===== src/rtl/bp_fe_fetch_buffer.sv =====
// Fetch decoupling FIFO between the I$ TV stage and the FE queue, with wait/run/drain control.
// Define BP_FE_FETCH_BUFFER_BYPASS_EN to forward an enqueue straight to the head when empty.
module bp_fe_fetch_buffer #(
   parameter int vaddr_width_p    = 39,
   parameter int instr_width_p    = 32,
   parameter int meta_width_p     = 36,
   parameter int exc_code_width_p = 2,
   parameter int els_p            = 4
) (
   input  logic                          clk_i,
   input  logic                          reset_i,
   input  logic                          redirect_v_i,
   input  logic                          fetch_v_i,
   output logic                          fetch_ready_o,
   input  logic [vaddr_width_p-1:0]      fetch_pc_i,
   input  logic [instr_width_p-1:0]      fetch_instr_i,
   input  logic [meta_width_p-1:0]       fetch_meta_i,
   input  logic                          fetch_exc_v_i,
   input  logic [exc_code_width_p-1:0]   fetch_exc_code_i,
   output logic                          fe_queue_v_o,
   input  logic                          fe_queue_ready_i,
   output logic [vaddr_width_p-1:0]      fe_queue_pc_o,
   output logic [instr_width_p-1:0]      fe_queue_instr_o,
   output logic [meta_width_p-1:0]       fe_queue_meta_o,
   output logic                          fe_queue_exc_v_o,
   output logic [exc_code_width_p-1:0]   fe_queue_exc_code_o,
   output logic [$clog2(els_p+1)-1:0]    count_o,
   output logic [1:0]                    state_o
);

   localparam int unsigned ptr_width_lp = (els_p > 1) ? $clog2(els_p) : 1;
   localparam int unsigned cnt_width_lp = $clog2(els_p+1);
   localparam logic [ptr_width_lp-1:0] last_ptr_lp = ptr_width_lp'(els_p-1);
   localparam logic [cnt_width_lp-1:0] els_cnt_lp  = cnt_width_lp'(els_p);

   typedef enum logic [1:0] {e_wait = 2'd0, e_run = 2'd1, e_drain = 2'd2} state_e;

   state_e                        state_r;
   logic [ptr_width_lp-1:0]       wptr_r, rptr_r;
   logic [cnt_width_lp-1:0]       count_r;

   logic [vaddr_width_p-1:0]      pc_mem    [els_p];
   logic [instr_width_p-1:0]      instr_mem [els_p];
   logic [meta_width_p-1:0]       meta_mem  [els_p];
   logic                          exc_mem   [els_p];
   logic [exc_code_width_p-1:0]   code_mem  [els_p];

   logic empty, enq, deq, wr, pop;
   logic [instr_width_p-1:0] instr_in;
   logic [meta_width_p-1:0]  meta_in;

   function automatic logic [ptr_width_lp-1:0] ptr_inc(input logic [ptr_width_lp-1:0] p);
      return (p == last_ptr_lp) ? '0 : p + ptr_width_lp'(1);
   endfunction

   // Exception entries carry no instruction or metadata payload.
   assign instr_in = fetch_exc_v_i ? '0 : fetch_instr_i;
   assign meta_in  = fetch_exc_v_i ? '0 : fetch_meta_i;

   assign empty         = (count_r == '0);
   assign fetch_ready_o = ~reset_i & ~redirect_v_i & (state_r == e_run) & (count_r < els_cnt_lp);
   assign enq           = fetch_v_i & fetch_ready_o;

`ifdef BP_FE_FETCH_BUFFER_BYPASS_EN
   logic byp_v;
   assign byp_v        = enq & empty;
   assign fe_queue_v_o = ~reset_i & (~empty | enq);
   assign wr           = enq & ~(empty & fe_queue_ready_i);
`else
   assign fe_queue_v_o = ~reset_i & ~empty;
   assign wr           = enq;
`endif

   assign deq = fe_queue_v_o & fe_queue_ready_i;
   assign pop = deq & ~empty;

   // Head presentation; zero whenever nothing is valid.
   always_comb begin
      fe_queue_pc_o       = '0;
      fe_queue_instr_o    = '0;
      fe_queue_meta_o     = '0;
      fe_queue_exc_v_o    = 1'b0;
      fe_queue_exc_code_o = '0;
      if (~reset_i & ~empty) begin
         fe_queue_pc_o       = pc_mem[rptr_r];
         fe_queue_instr_o    = instr_mem[rptr_r];
         fe_queue_meta_o     = meta_mem[rptr_r];
         fe_queue_exc_v_o    = exc_mem[rptr_r];
         fe_queue_exc_code_o = code_mem[rptr_r];
      end
`ifdef BP_FE_FETCH_BUFFER_BYPASS_EN
      else if (byp_v) begin
         fe_queue_pc_o       = fetch_pc_i;
         fe_queue_instr_o    = instr_in;
         fe_queue_meta_o     = meta_in;
         fe_queue_exc_v_o    = fetch_exc_v_i;
         fe_queue_exc_code_o = fetch_exc_code_i;
      end
`endif
   end

   always_ff @(posedge clk_i) begin
      if (wr) begin
         pc_mem[wptr_r]    <= fetch_pc_i;
         instr_mem[wptr_r] <= instr_in;
         meta_mem[wptr_r]  <= meta_in;
         exc_mem[wptr_r]   <= fetch_exc_v_i;
         code_mem[wptr_r]  <= fetch_exc_code_i;
      end
   end

   // Pointers, occupancy and control state; redirect overrides everything but reset.
   always_ff @(posedge clk_i) begin
      if (reset_i) begin
         state_r <= e_wait;
         wptr_r  <= '0;
         rptr_r  <= '0;
         count_r <= '0;
      end else if (redirect_v_i) begin
         state_r <= e_run;
         wptr_r  <= '0;
         rptr_r  <= '0;
         count_r <= '0;
      end else begin
         if (wr)  wptr_r <= ptr_inc(wptr_r);
         if (pop) rptr_r <= ptr_inc(rptr_r);
         unique case ({wr, pop})
            2'b10:   count_r <= count_r + cnt_width_lp'(1);
            2'b01:   count_r <= count_r - cnt_width_lp'(1);
            default: count_r <= count_r;
         endcase
         unique case (state_r)
            e_wait:  state_r <= e_wait;
            // An exception consumed by the bypass leaves nothing to drain.
            e_run:   if (enq & fetch_exc_v_i) state_r <= wr ? e_drain : e_wait;
            e_drain: if (pop && count_r == cnt_width_lp'(1)) state_r <= e_wait;
            default: state_r <= e_wait;
         endcase
      end
   end

   assign count_o = count_r;
   assign state_o = state_r;

endmodule


===== config.mk =====
export PLATFORM = sky130hd
export DESIGN_NAME = bp_fe_fetch_buffer
export DESIGN_NICKNAME = d
export VERILOG_FILES = /design/src/rtl/bp_fe_fetch_buffer.sv
export SDC_FILE = /design/constraint.sdc
export NUM_CORES = 1
export LEC_CHECK = 0
export BUFFER_PORTS_ARGS = -buffer_cell sky130_fd_sc_hd__buf_2
export CAP_MARGIN = 10
export CORE_MARGIN = 10
export CORE_UTILIZATION = 35
export CTS_BUF_LIST = sky130_fd_sc_hd__clkbuf_8 sky130_fd_sc_hd__clkbuf_16
export CTS_CLUSTER_SIZE = 28
export DETAILED_ROUTE_END_ITERATION = 8
export GPL_ROUTABILITY_DRIVEN = 0
export PLACE_DENSITY_LB_ADDON = 0.3
export SYNTH_ARGS = -nofsm -noshare
export SYNTH_HDL_FRONTEND = slang
export SYNTH_SLANG_ARGS = --single-unit
export TNS_END_PERCENT = 5

===== constraint.sdc =====
create_clock -name clk_i -period 4.4 [get_ports clk_i]
set_input_delay 0.22 -clock clk_i [delete_from_list [all_inputs] [get_ports clk_i]]
set_output_delay 0.22 -clock clk_i [all_outputs]
set_load 0.02 [all_outputs]

==> impl_results.md <==
- Outcome: finished, final reports clean
- Chip Height: 245 um
- Critical path depth: 7
- Met3 Wirelength: 2.19 mm
- Sink Count: 451
- R2R depth: 8
- Register share of total power: 54.4%
- Syn Std Cell Area: 17700 sq um
- CP endpoint: fe_queue_meta_o[16]
- Post-CTS sizing: 0
- Total core area: 50100 sq um
- Syn avg cell area: 21.1 sq um
- Switching share of power: 19.5%
- Fill cells: 4462
- Starting DRT DRC Count: 475
- Max frequency: 312 MHz
- Synth area leader: edfxtp_1
- Final WS setup: 1190 ps
- CTS Buffer Depth: 3
- Post-synth top flop: edfxtp_1
- Rows: 82
- Yosys warns: 0
- Synth Instances: 839
- Worst Path Buf+Inv: 3
- Crit path largest cell delay: 670 ps
- Post-Synth XOR/XNOR Area: 0.0989%
- Slew @ Worst Pin: 1050 ps
- Final Hold Fails: 0
- Vias per cell: 4.77
- Root buffer selected by CTS: clkbuf_16
- I/O Buffers: 231
- Fin crit share: 72.9%
- Share of cells above drive strength 1: 36.3%
- # Max-Cap Violations: 0
- Largest family of logic cells by synthesized area: multiplexers
- Area added between synthesis and finish: 21.8%
- Reg2reg start: count_o[0]
- Slowest CP cell: and2b_4
- Sw power: 1690 uW
- Worst clock skew: 12.6 ps
- Comb power frac: 2.8%
- Commonest cells post-synth: 440 x edfxtp_1, 112 x and2_1, 110 x mux4_2
- Hpwl dp: 22.5 mm
- Yosys cell types: 34
- Internal power: 7020 uW
- Top layer in use: met5
- Drt first pass iters: 5
- R2R setup slack: 1840 ps
- Met1 wire length: 15.8 mm
- Fin crit period: 3210 ps
- Yosys top cell area share: 74.6%
- Compound-Gate Fraction of Synth Area: 0.474%
- Diode count: 0
- Worst vdd ir: 0.306 mV
- CP max FO: 63
- CTS tree: built
- Setup-failing EPs final: 0
- Simple-Gate Fraction of Synth Area: 7.11%
- Pleak: 0.00745 uW
- Cell Pwr Density: 404 nW/um^2
- Max-slew violations: 0
- Crit-path cells: inv_1 -> ha_1 -> nand2b_1 -> and2b_4 -> buf_4 -> and2_1 -> buf_2
- EDFF count, synth: 440
- Final WL: 38.1 mm
- WP data arrival: 2990 ps
- Grt total ovfl: 0
- Final setup TNS: 0 ps
- Hold WC Path Type: primary input to flip-flop
- Clk pwr share: 42.9%
- Largest net degree at the start of global routing: 75
- DRT antenna net count: 0
- Clk_lat worst skew: 570 ps
- Seq cells post-synth: 451
- Worst slew margin: 30.3%
- Die area: 60000 sq um
- Startpoint types: flip-flop
- Seq/Total Area, Yosys: 75.9%
- Dpl ws: 1630 ps
- Final #Nets: 1259
- DRC errors left: 0
- WL met2: 19.3 mm
- Avg WL per Cell: 20.7 um
- First-pass GRT wire length: 58.6 mm
- Synth Area in Adders: 0.707%
- Asr flop ratio synth: 0%
- Die X: 245 um
- Ports: 232
- Fin util: 43.1%
- Mux cell area share after synthesis: 14.1%
- RSZ-0062 raised after global routing: false
- Critical Path RT: 4180 ps
- CTS clk-pin slew, worst paths: 60 ps
- Critical path class: flip-flop to primary output
- Initial antenna violation count: 2
- Num CTS Buffers: 47
- DP Area: 19700 sq um
- Ranking of synthesized cells by area: edfxtp_1 75%, mux4_2 14%, and2_1 4.0%
- Crit path max-delay family: simple AND/OR/NAND/NOR gates
- Synthesized Nets: 964
- CTS HTree Levels: 2
- Count leader, synth: edfxtp_1
- CP startpoint: count_o[0]
- Vias in the first global route: 9641
- Global Route Usage Sum: 12.7%
- Post-Layout Inst Area: 21600 sq um
- CP endpoint kind: primary output
- Vias: 8788
- Starting Density: 35.4%
- Reg2reg end: count_o[2]
-- per-stage QoR --
stage,hold slack (ps),total power [uW],std cells
4_1_cts,30.0,8850,1844
3_3_place_gp,433,5030,1713
2_1_floorplan,292,4920,839
5_1_grt,45.7,9040,1844
3_5_place_dp,441,5040,1713
6_report,66.4,8710,1844
-- state kept, by name, summed over array words and instances (netlist names), named ones only --
signal     cells
rptr_r         2
meta_mem     144
code_mem       8
exc_mem        4
count_o        3
instr_mem    128
state_o        2
pc_mem       156
wptr_r         2
-- power by group through the flow --
| stage | clock, uW | sequential [uW] | combinational, uW |
|---|---|---|---|
| after CTS | 3860 | 4730 | 247 |
| after global routing | 4040 | 4730 | 269 |
| final | 3730 | 4740 | 242 |
| after floorplan | 0 | 4830 | 96.4 |
| after global placement | 0 | 4820 | 206 |
| after detailed placement | 0 | 4830 | 213 |
-- cells in the final DEF (no fill, tap or decap), drive strengths merged, types with 3 or more instances in the layout --
master,count
and3,4
clkinv,19
nor2,6
nand3,3
buf,246
mux4,110
bufinv,3
dlygate4sd3,44
and2,112
inv,24
edfxtp,440
ha,10
dfxtp,11
nor2b,68
clkbuf,49
-- per-layer routing --
metal / vias up / track usage, %
li1: 3943 / -
met1: 4571 / 15.4
met2: 214 / 21.8
met3: 58 / 3.12
met4: 2 / 4.20
met5: - / 0
-- cell type report --
class	count	area (sq um)	share of cell area [%]
Sequential cell	451	13400	62.3
Clock inverter	38	236	1.10
Timing Repair Buffer	290	1800	8.33
Inverter	8	30.0	0.139
Clock buffer	49	1230	5.69
Multi-Input combinational cell	336	4000	18.5
Tap cell	672	841	3.90
-- worst register-to-register path, delay by kind of cell (launching register included) --
kind                     cells  cell delay (ps)
AO/OA/AOI/OAI                1              140
flip-flops                   1              410
adder cells (fa/ha/maj)      2              480
AND/OR/NAND/NOR              4             1390
buffers and inverters        1               90
-- repair_timing --
action,4_1_cts,5_1_grt
buffers inserted,0,0
endpoints found under the hold margin,169,0
hold buffers,44,0
-- how the worst min path moves through the flow --
stage,start,endpoint,slack (ps),cells past startpoint
after floorplan,reset_i,state_o[0],290,1
after global placement,fetch_pc_i[25],pc_mem[3][25],430,1
after detailed placement,fetch_pc_i[38],pc_mem[2][38],440,1
after CTS,fetch_instr_i[13],instr_mem[2][13],30,2
after global routing,fetch_instr_i[13],instr_mem[3][13],50,2
final,fetch_instr_i[13],instr_mem[2][13],70,2
-- kinds of logic (layout without fill, tap and decap cells) --
| kind of cell | after synthesis | count (layout) |
|---|---|---|
| AO/OA/AOI/OAI | 11 | 11 |
| adder cells (fa/ha/maj) | 10 | 10 |
| buffers and inverters | 52 | 385 |
| multiplexers | 111 | 111 |
| XOR/XNOR | 2 | 2 |
| flip-flops | 451 | 451 |
| AND/OR/NAND/NOR | 202 | 202 |
Note: power is estimated with default switching activity, not from simulation.
